File: config.mk
export PLATFORM = sky130hd
export DESIGN_NAME = parity_serial_tx
export DESIGN_NICKNAME = d
export VERILOG_FILES = /design/src/rtl/parity_serial_tx.sv
export SDC_FILE = /design/constraint.sdc
export NUM_CORES = 1
export LEC_CHECK = 0
export CORE_UTILIZATION = 36
export CTS_CLUSTER_DIAMETER = 30
export DETAILED_ROUTE_END_ITERATION = 10
export HOLD_SLACK_MARGIN = 0.03
export SKIP_CTS_REPAIR_TIMING = 1
export SLEW_MARGIN = 0
export SYNTH_ARGS = -nofsm -noshare
export SYNTH_HDL_FRONTEND = slang
export SYNTH_SLANG_ARGS = --single-unit
File: constraint.sdc
create_clock -name clock -period 2.95 [get_ports clock]
set_clock_uncertainty 0.15 [all_clocks]
set_input_delay 0.4425 -clock clock [delete_from_list [all_inputs] [get_ports clock]]
set_output_delay 0.4425 -clock clock [all_outputs]
set_load 0.005 [all_outputs]
File: src/rtl/parity_serial_tx.sv
// Serial frame transmitter: start bit, eight data bits LSB first, parity bit, stop bit.
// Parity inversion is selected by PARITY_ODD in the same way the gate library uses bubble masks.
module parity_serial_tx #(
  parameter int CLKS_PER_BIT = 4,
  parameter bit PARITY_ODD   = 1'b0
) (
  input  logic       clock,
  input  logic       reset,
  input  logic [7:0] txData,
  input  logic       txValid,
  output logic       txReady,
  output logic       serialOut,
  output logic       busy,
  output logic       txDone
);

  typedef enum logic [2:0] {
    IDLE,
    START,
    DATA,
    PARITY,
    STOP
  } state_t;

  localparam logic [7:0] LastTick = 8'(CLKS_PER_BIT - 1);

  state_t     r_state, w_nextState;
  logic [7:0] r_timer, w_nextTimer;
  logic [2:0] r_index, w_nextIndex;
  logic [7:0] r_shift, w_nextShift;
  logic       r_parity, w_nextParity;
  logic       r_serial, w_nextSerial;
  logic       r_done, w_nextDone;
  logic       w_bitEnd;
  logic       w_accept;

  assign w_bitEnd  = (r_timer == LastTick);
  assign txReady   = (r_state == IDLE) && !reset;
  assign w_accept  = txValid && txReady;
  assign serialOut = r_serial;
  assign txDone    = r_done;
  assign busy      = (r_state != IDLE);

  always_ff @(posedge clock or posedge reset) begin
    if (reset) begin
      r_state  <= IDLE;
      r_timer  <= '0;
      r_index  <= '0;
      r_shift  <= '0;
      r_parity <= 1'b0;
      r_serial <= 1'b1;
      r_done   <= 1'b0;
    end else begin
      r_state  <= w_nextState;
      r_timer  <= w_nextTimer;
      r_index  <= w_nextIndex;
      r_shift  <= w_nextShift;
      r_parity <= w_nextParity;
      r_serial <= w_nextSerial;
      r_done   <= w_nextDone;
    end
  end

  always_comb begin
    w_nextState  = r_state;
    w_nextTimer  = w_bitEnd ? 8'd0 : r_timer + 8'd1;
    w_nextIndex  = r_index;
    w_nextShift  = r_shift;
    w_nextParity = r_parity;
    w_nextDone   = 1'b0;

    case (r_state)
      IDLE: begin
        w_nextTimer = 8'd0;
        if (w_accept) begin
          w_nextShift  = txData;
          w_nextParity = PARITY_ODD ? ~^txData : ^txData;
          w_nextIndex  = 3'd0;
          w_nextState  = START;
        end
      end
      START: begin
        if (w_bitEnd) w_nextState = DATA;
      end
      DATA: begin
        if (w_bitEnd) begin
          if (r_index == 3'd7) begin
            w_nextState = PARITY;
          end else begin
            w_nextShift = r_shift >> 1;
            w_nextIndex = r_index + 3'd1;
          end
        end
      end
      PARITY: begin
        if (w_bitEnd) w_nextState = STOP;
      end
      STOP: begin
        if (w_bitEnd) begin
          w_nextState = IDLE;
          w_nextDone  = 1'b1;
        end
      end
      default: w_nextState = IDLE;
    endcase

    // The line level is registered, so it is derived from the state being entered.
    case (w_nextState)
      START:   w_nextSerial = 1'b0;
      DATA:    w_nextSerial = w_nextShift[0];
      PARITY:  w_nextSerial = w_nextParity;
      default: w_nextSerial = 1'b1;
    endcase
  end

endmodule

==> results of run 1 <==
[cell type report]
class | count | area, µm²
inverters | 6 | 22.52
well taps | 46 | 57.56
clock buffers | 4 | 26.28
fillers | 365 | 1854
repair buffers | 17 | 162.7
flip-flops and latches | 25 | 626.9
multi-input cells | 92 | 613.1
[per-layer routing]
metal  vias to the layer above  GRT usage (%)  share of wire (%)
li1                        475              -                  -
met3                         5          3.151                3.0
met1                       470          19.76                 48
met2                        14          24.88                 47
met4                         0          6.667                2.0
met5                         -              0                  0
[placed cells by master (no fill, tap or decap), types with 3 or more instances in the layout]
| cell | Yosys | routed |
|---|---|---|
| a22o_1 | 3 | 3 |
| xor2_1 | 4 | 4 |
| buf_4 | 0 | 3 |
| nor2_1 | 13 | 13 |
| ha_1 | 3 | 3 |
| inv_1 | 6 | 6 |
| or2_2 | 3 | 3 |
| clkbuf_4 | 0 | 3 |
| nand2b_1 | 3 | 3 |
| xnor2_1 | 9 | 9 |
| and3_1 | 4 | 4 |
| dfrtp_1 | 24 | 24 |
| nand3_1 | 5 | 5 |
| clkdlybuf4s50_1 | 0 | 14 |
| nand2_1 | 15 | 15 |
| a22oi_1 | 6 | 6 |
[worst max-delay path, stage by stage (launching register included)]
cell and delay, ps:
dfrtp_1 420, ha_1 200, ha_1 220, or4b_2 650
or4_1 450, o211ai_2 90, nor3_1 70, a211oi_1 210
[where the power goes]
group,internal (W),switching (W)
combinational,0.000215,0.000238
sequential,0.000454,0.0000729
clock,0.0000530,0.000103
total,0.000722,0.000413
[worst max path at each step]
stage               cells after the start                  end                    from  slack, ps
finish                                  7  serialOut$_DFF_PP1_  r_index[0]$_DFFE_PP0P_        420
global route                            7  serialOut$_DFF_PP1_  r_index[0]$_DFFE_PP0P_        320
CTS                                     7  serialOut$_DFF_PP1_  r_index[0]$_DFFE_PP0P_        430
detailed placement                      7  serialOut$_DFF_PP1_  r_index[0]$_DFFE_PP0P_        440
global placement                        7  serialOut$_DFF_PP1_  r_index[0]$_DFFE_PP0P_        490
floorplan                               7  serialOut$_DFF_PP1_  r_index[0]$_DFFE_PP0P_        560
[kinds of logic after synthesis]
| group | after synthesis |
|---|---|
| AND/OR/NAND/NOR | 56 |
| multiplexers | 3 |
| flip-flops | 25 |
| XOR/XNOR | 13 |
| AO/OA/AOI/OAI | 17 |
| adder cells (fa/ha/maj) | 3 |
| buffers and inverters | 9 |
[stage by stage]
step	util [%]	hold WS [ps]	area [µm²]	instances	setup WS (ps)
3_5_place_dp	44.08	314.7	1483	186	439.4
5_1_grt	44.87	372.7	1509	190	315.0
6_report	44.87	340.7	1509	190	422.1
2_1_floorplan	-	287.6	1282	126	559.6
4_1_cts	44.87	347.5	1509	190	431.2
3_3_place_gp	44.08	304.8	1483	186	489.0
[flip-flops by register name (all words and copies together) (netlist names)]
name / cells
r_parity: 1
r_index: 3
txDone: 1
r_shift: 8
r_timer: 8
r_state: 3
serialOut: 1
==> impl_metrics.json, run 1 <==
{
  "synth_top_family_by_area": "simple AND/OR/NAND/NOR gates",
  "crit_type": "reg2reg",
  "grt_pass1_vias": 910,
  "drt_iter0_markers": 49,
  "drive_above_1_share_pct": 11.81,
  "period_share_pct": 85.69,
  "post-dp-hpwl_um": 1872,
  "synthArstFlopShare_pct": 100.0,
  "period_minus_slack_ps": 2528,
  "gp_congestion": 0.7404,
  "num_antenna_cells": 0,
  "yosysWarnings": 0,
  "start_util_pct": 38.13,
  "reg2reg_from": "r_index[0]$_DFFE_PP0P_",
  "synth_cell_types": 37,
  "powerDensity_nw_per_um2": 752.4,
  "synth_area_per_cell_um2": 10.18,
  "ir_worst_vdd_mv": 0.3604,
  "synthTopCellsByArea": "dfrtp_1, xnor2_1, nand2_1",
  "ios": 15,
  "reg2reg_to": "serialOut$_DFF_PP1_",
  "drt-wirelength-per-cell_um": 13.29,
  "syn_to_final_growth_pct": 17.66,
  "rows": 21,
  "synthSimpleGateAreaFrac_pct": 22.73,
  "reg2regPathDepth": 7,
  "cp_max_fo": 4,
  "cts_buffers": 3,
  "final_nets": 159,
  "clockRootBuffer": "clkbuf_4",
  "core_area_um2": 3363,
  "total_power_w": 0.001135,
  "rsz0062_at_grt": "false",
  "setup_viol": 0,
  "holdCritPathClass": "reg2reg",
  "synth_fa_ha_area_share_pct": 2.927,
  "die_w_um": 61.69,
  "die_area_um2": 3805,
  "clk_latency_ps": 320,
  "leakage_nw": 0.7018,
  "grt_util_all_layers_pct": 15.33,
  "drtAntennaViolNets": 0,
  "relSlewSlack_pct": 60.53,
  "worstHoldStart": "r_timer[0]$_DFF_PP0_",
  "viasPerCell": 5.074,
  "grt_max_degree": 26,
  "synth-seq-cells": 25,
  "outcome": "completed",
  "ys.flop_type": "dfrtp_1",
  "yosysMostFrequentCell": "dfrtp_1",
  "h-tree-depth": 1,
  "clock_sink_count": 25,
  "path_clk_slew_ps": 130,
  "grt_remaining_overflow": 0,
  "cp_data_required_time_ps": 3050,
  "hold_depth": 1,
  "fmax_mhz": 395.6,
  "maxSlewViolCount": 0,
  "holdPathEnd": "r_timer[0]$_DFF_PP0_",
  "die_y_um": 61.69,
  "drt_pass1_iterations": 3,
  "cp-end-kind": "flip-flop",
  "synth_nets": 140,
  "synthTopCellsByCount": "dfrtp_1, nand2_1, nor2_1, xnor2_1",
  "grt_pass1_wl_um": 4146,
  "tns_ps": 0,
  "synthMuxAreaShare_pct": 2.829,
  "synth_top_cell_area_share_pct": 46.83,
  "worst_slew_pin_slew_ps": 586.6,
  "yosysSeqAreaShare_pct": 48.88,
  "num_vias": 964,
  "synthXorXnorAreaFrac_pct": 8.878,
  "synth_area_um2": 1282,
  "synth_top_cell_by_area": "dfrtp_1",
  "synth_edf_count": 0,
  "cp-start-kind": "flip-flop",
  "synthCells": 126,
  "routed_wl_um": 2525,
  "cts_buffer_depth": 2,
  "antenna_found_initial": 0,
  "cts_tree": "yes",
  "drv_cap": 0,
  "hold_violations": 0,
  "reg2reg_slack_ps": 420,
  "post-route-drc-count": 0,
  "synth_compound_area_share_pct": 10.44,
  "io_buffers": 14,
  "cp.arrival_ps": 2620
}
No activity file was read; power rests on OpenSTA's default activity.
==> run 2: changes to the inputs <==
Settings changed: CTS_CLUSTER_DIAMETER 30 to not set.
==> results of run 2 <==
Final layout, timing and power as in run 1 (identical DEF).
==> run 3: changes to the inputs <==
--- a/config.mk
+++ b/config.mk
@@ -10,4 +10,5 @@
 export HOLD_SLACK_MARGIN = 0.03
 export SKIP_CTS_REPAIR_TIMING = 1
+export SKIP_LAST_GASP = 1
 export SLEW_MARGIN = 0
 export SYNTH_ARGS = -nofsm -noshare
--- a/constraint.sdc
+++ b/constraint.sdc
@@ -3,3 +3,3 @@
 set_input_delay 0.4425 -clock clock [delete_from_list [all_inputs] [get_ports clock]]
 set_output_delay 0.4425 -clock clock [all_outputs]
-set_load 0.005 [all_outputs]
+set_load 0.02 [all_outputs]
==> results of run 3 <==
The final DEF is identical to that of run 1. Status: completed.
Among the figures that moved: setup slack after layout 422.1 ps -> 374.2 ps; start point of the critical path r_index[0]$_DFFE_PP0P_ -> r_state[1]$_DFF_PP0_; end point of the critical path serialOut$_DFF_PP1_ -> txReady; total power 0.001135 W -> 0.001159 W; worst IR drop on VDD 0.3604 mV -> 0.3981 mV
==> edit 1 (config.mk and constraints of run 3) <==
`PARITY_ODD`: 1'b0 -> 1'b1.
--- a/src/rtl/parity_serial_tx.sv
+++ b/src/rtl/parity_serial_tx.sv
@@ -4,3 +4,3 @@
   parameter int CLKS_PER_BIT = 4,
-  parameter bit PARITY_ODD   = 1'b0
+  parameter bit PARITY_ODD   = 1'b1
 ) (
Behaviour: no difference found for any inputs over 10 cycles, from zero or initial values and one cycle with reset high; that may be too few to reach the edited logic, so the function may still have changed.
==> edit 1 against run 3 <==
Final area rose by 0.50%; first-iteration DRC count is 20% lower; area after synthesis is 1.5% higher; sequential cell count is the same; global-route usage is 1.3 points lower; routed wire length fell by 2.5%; setup slack got worse by 0.068 ns; critical path type unchanged.
Power is not compared: it rests on default switching activity, and its combinational part moved more than twofold at a synthesized area within 25%.
==> edit 1: results <==
[place]
gp_congestion = 0.789
numPortBuffers = 14
hpwl_um = 1880
dp.cells = 185
dp_slack_ns = 0.515

[synthesis]
synthTopCellsByArea = dfrtp_1 (46%), xnor2_1 (7.4%), nand2_1 (5.5%), nor2_1 (3.8%), a22oi_1 (3.5%)
synth_adder_area_share = 0.0288
synthMuxAreaShare = 0.0250
synth_ff_type = dfrtp_1
syn_nets = 140
yosys_warnings = 0
synth_compound_area_frac = 0.113
ys_top_cells_by_count = dfrtp_1 (24), nand2_1 (19), nor2_1 (13)
yosysUniqueCellTypes = 36
synth_xor_area_frac = 0.0942
synthArstFlopShare = 1.00
synth_cells = 126
ys_seq_area_frac = 0.482

[route]
wl_met2_um = 1180
top_layer = met4
met3RoutedLength_um = 90
wl_met1_um = 1160
drtIter0Drc = 39
vias_per_cell = 5.04
firstDrtPassIters = 4
wl_per_cell_um = 13.0
via_count = 953

[clocking]
clk_path_buf_depth = 2
cts_max_level = 1
cts_buffers = 3
worstSkewPairLatency_ns = 0.32
path_clk_slew_ns = 0.13
root_buffer = clkbuf_4

[min_path]
worstHoldStart = r_shift[1]
min_path_type = flop to flop

[finish]
reg_top3 = r_shift x8, r_timer x8
drive_gt1_frac = 0.0909
diodes = 0
nets = 158
fillers = 335

[sta]
tightestPinTransition_ns = 0.627
fin_tns_setup_ns = 0

[status]
outcome = finished clean

[critical_path]
cp.arrival_ns = 2.05
crit_path_max_fanout = 10
crit_path_start = r_state[1]
r2r-start = r_index[0]

[grt]
grt_max_degree = 26
grt_pass1_vias = 965
antenna_found_initial = 0
grt_first_pass_wirelength_um = 4330
grt_util_all_layers = 0.140

[pwr]
peakVddDrop_mv = 0.271
leakage_nw = 0.670
edit 1: worst paths after layout:
| check | end | slack, ns | cells past startpoint |
|---|---|---|---|
| worst max register to register | serialOut | 0.50 | 7 |
| worst min-delay path | r_shift[1] | 0.33 | 2 |
| worst min register to register | r_shift[1] | 0.33 | 2 |
| max in group asynchronous | serialOut | 1.96 | 3 |
| min in group asynchronous | r_parity | 0.40 | 3 |
| worst max-delay path | txReady | 0.31 | 4 |
edit 1: where the power goes:
group	internal, W	switching [W]
clock network	0.0000529	0.0000993
registers	0.000379	0.0000214
logic	0.0000801	0.0000896
total	0.000512	0.000210
edit 1: cell type report:
cell class                 count  share of cell area
clock buffer                   4              0.0173
inverter                       4             0.00990
multi-input combinational     95               0.424
sequential                    25               0.413
tap                           46              0.0380
timing repair buffer          15              0.0974
edit 1: metrics by stage:
step / cell area [µm²] / utilization / power, W
final: 1520 / 0.447 / 0.000722
after global routing: 1520 / 0.447 / 0.000764
after CTS: 1520 / 0.447 / 0.000732
after detailed placement: 1490 / 0.440 / 0.000579
after global placement: 1490 / 0.440 / 0.000577
after floorplan: 1300 / - / 0.000520
edit 1: routing by layer:
metal	GRT usage	vias up
met5	0	-
met4	0.0465	0
met3	0.0349	4
met2	0.231	19
met1	0.179	456
li1	-	474
edit 1: kinds of logic after synthesis:
| family | count (synthesis) |
|---|---|
| xor+xnor | 14 |
| compound gates | 17 |
| fa+ha+maj | 3 |
| simple gates | 58 |
| mux | 3 |
| buf+inv | 6 |
| flops | 25 |
edit 1: worst max-delay path, stage by stage, from the launching register on:
cell and delay, ns:
dfrtp_1 0.51, nor3_1 0.33, inv_1 0.17, nor2_1 0.12, clkdlybuf4s50_1 0.61
==> edit 2 (settings of run 3) <==
Without the edit above. The output `txDone` loses its register stage (`r_done` becomes a continuous assignment).
--- a/src/rtl/parity_serial_tx.sv
+++ b/src/rtl/parity_serial_tx.sv
@@ -51,3 +51,2 @@
       r_serial <= 1'b1;
-      r_done   <= 1'b0;
     end else begin
@@ -59,5 +58,6 @@
       r_serial <= w_nextSerial;
-      r_done   <= w_nextDone;
     end
   end
+
+  assign r_done = w_nextDone;
 
Function: no difference found for any inputs over 10 cycles, from zero or initial values and one cycle with reset high; that may be too few to reach the edited logic, so the function may still have changed.
==> edit 2 against run 3 <==
Sequential power increased by 2%; area after synthesis decreased by 2.5%; sequential cell count decreased by 1; final area decreased by 3.0%; total power decreased by 0.13%; routed wire length decreased by 9.1%; first-iteration DRC count decreased by 59%; setup slack got worse by 0.20 ns; utilization decreased by 1.0 points; synthesized cell count decreased by 2.4%; largest cell class is now multi-input combinational cells.
==> edit 2: results <==
[route]
firstDrtPassIters = 4
vias_per_cell = 4.90
drc = 0
drtIter0Drc = 20
drt_wl_total_um = 2300

[synthesis]
syn_nets = 137
ys_seq_area_frac = 0.481
yosysUniqueCellTypes = 38
synthTopCellsByArea = dfrtp_1 (46%), nand2_1 (6.3%), xnor2_1 (6.3%), a22oi_1 (3.6%), nor2_1 (3.6%)
yosysTopAreaCellShare = 0.460
ys_top_cells_by_count = dfrtp_1 (23), nand2_1 (21), nor2_1 (12)

[pwr]
leakage_nw = 0.672
peakVddDrop_mv = 0.290
intPower_w = 0.000713

[grt]
grt_first_pass_wirelength_um = 3950
grt_util_all_layers = 0.145
use_met3 = 0.0213
grt_max_degree = 25
grt_pass1_vias = 890
use_met2 = 0.215
met1_usage = 0.209

[status]
outcome = finished clean

[finish]
drive_gt1_frac = 0.108
fillers = 331
nets = 154

[place]
gp_congestion = 0.751
post_dp_cell_area_um2 = 1440
hpwl_um = 1680

[critical_path]
crit_family = buffers and inverters
crit_path_max_fanout = 5
cp.arrival_ns = 2.18

[sta]
slew_headroom = 0.665
## edit 2: through the flow
stage | setup WS (ns) | total power (W) | util | cells
2_1_floorplan | 0.851 | 0.000886 | - | 123
3_3_place_gp | 0.627 | 0.000994 | 0.431 | 181
3_5_place_dp | 0.543 | 0.00101 | 0.431 | 181
4_1_cts | 0.157 | 0.00117 | 0.439 | 185
5_1_grt | 0.0665 | 0.00126 | 0.439 | 185
6_report | 0.176 | 0.00116 | 0.439 | 185
## edit 2: final timing paths
| path | from | endpoint | slack (ns) | depth (start not counted) |
|---|---|---|---|---|
| max | r_timer[0] | txDone | 0.18 | 5 |
| min | r_shift[2] | r_shift[2] | 0.34 | 2 |
| max reg2reg | r_index[0] | serialOut | 0.76 | 7 |
| min reg2reg | r_shift[2] | r_shift[2] | 0.34 | 2 |
| max in group asynchronous | reset | serialOut | 1.93 | 3 |
| min in group asynchronous | reset | r_timer[6] | 0.41 | 3 |
## edit 2: cells by family (layout without fill, tap and decap cells)
group / Yosys count / count (layout) / share of synthesized area
mux: 2 / 2 / 0.0170
simple gates: 56 / 56 / 0.236
buf+inv: 8 / 24 / 0.0320
compound gates: 17 / 17 / 0.112
xor+xnor: 13 / 13 / 0.0911
fa+ha+maj: 3 / 3 / 0.0300
flops: 24 / 24 / 0.481
## edit 2: final cells by class
class                      count  area [µm²]  area share
tap                           46        57.6      0.0393
multi-input combinational     91         608       0.415
timing repair buffer          16         155       0.106
sequential                    24         602       0.411
clock buffer                   4        26.3      0.0179
inverter                       4        15.0      0.0103
## edit 2: tightest hold or removal path: stages, from the launching register on
cell and delay, ns:
dfrtp_1 0.36, nand2_1 0.05, nand2_1 0.05
## edit 2: metal layers
| layer | vias to the layer above | wire length (µm) | share of wire |
|---|---|---|---|
| met5 | - | 0 | 0 |
| met4 | 0 | 31 | 0.014 |
| met3 | 4 | 48 | 0.021 |
| met2 | 9 | 1040 | 0.45 |
| met1 | 441 | 1180 | 0.51 |
| li1 | 452 | - | - |
## edit 2: power by group through the flow
stage	clock network (W)	registers (W)	logic (W)
detailed placement	0	0.000545	0.000468
global route	0.000172	0.000556	0.000527
finish	0.000154	0.000539	0.000464
floorplan	0	0.000519	0.000367
CTS	0.000163	0.000539	0.000469
global placement	0	0.000539	0.000455
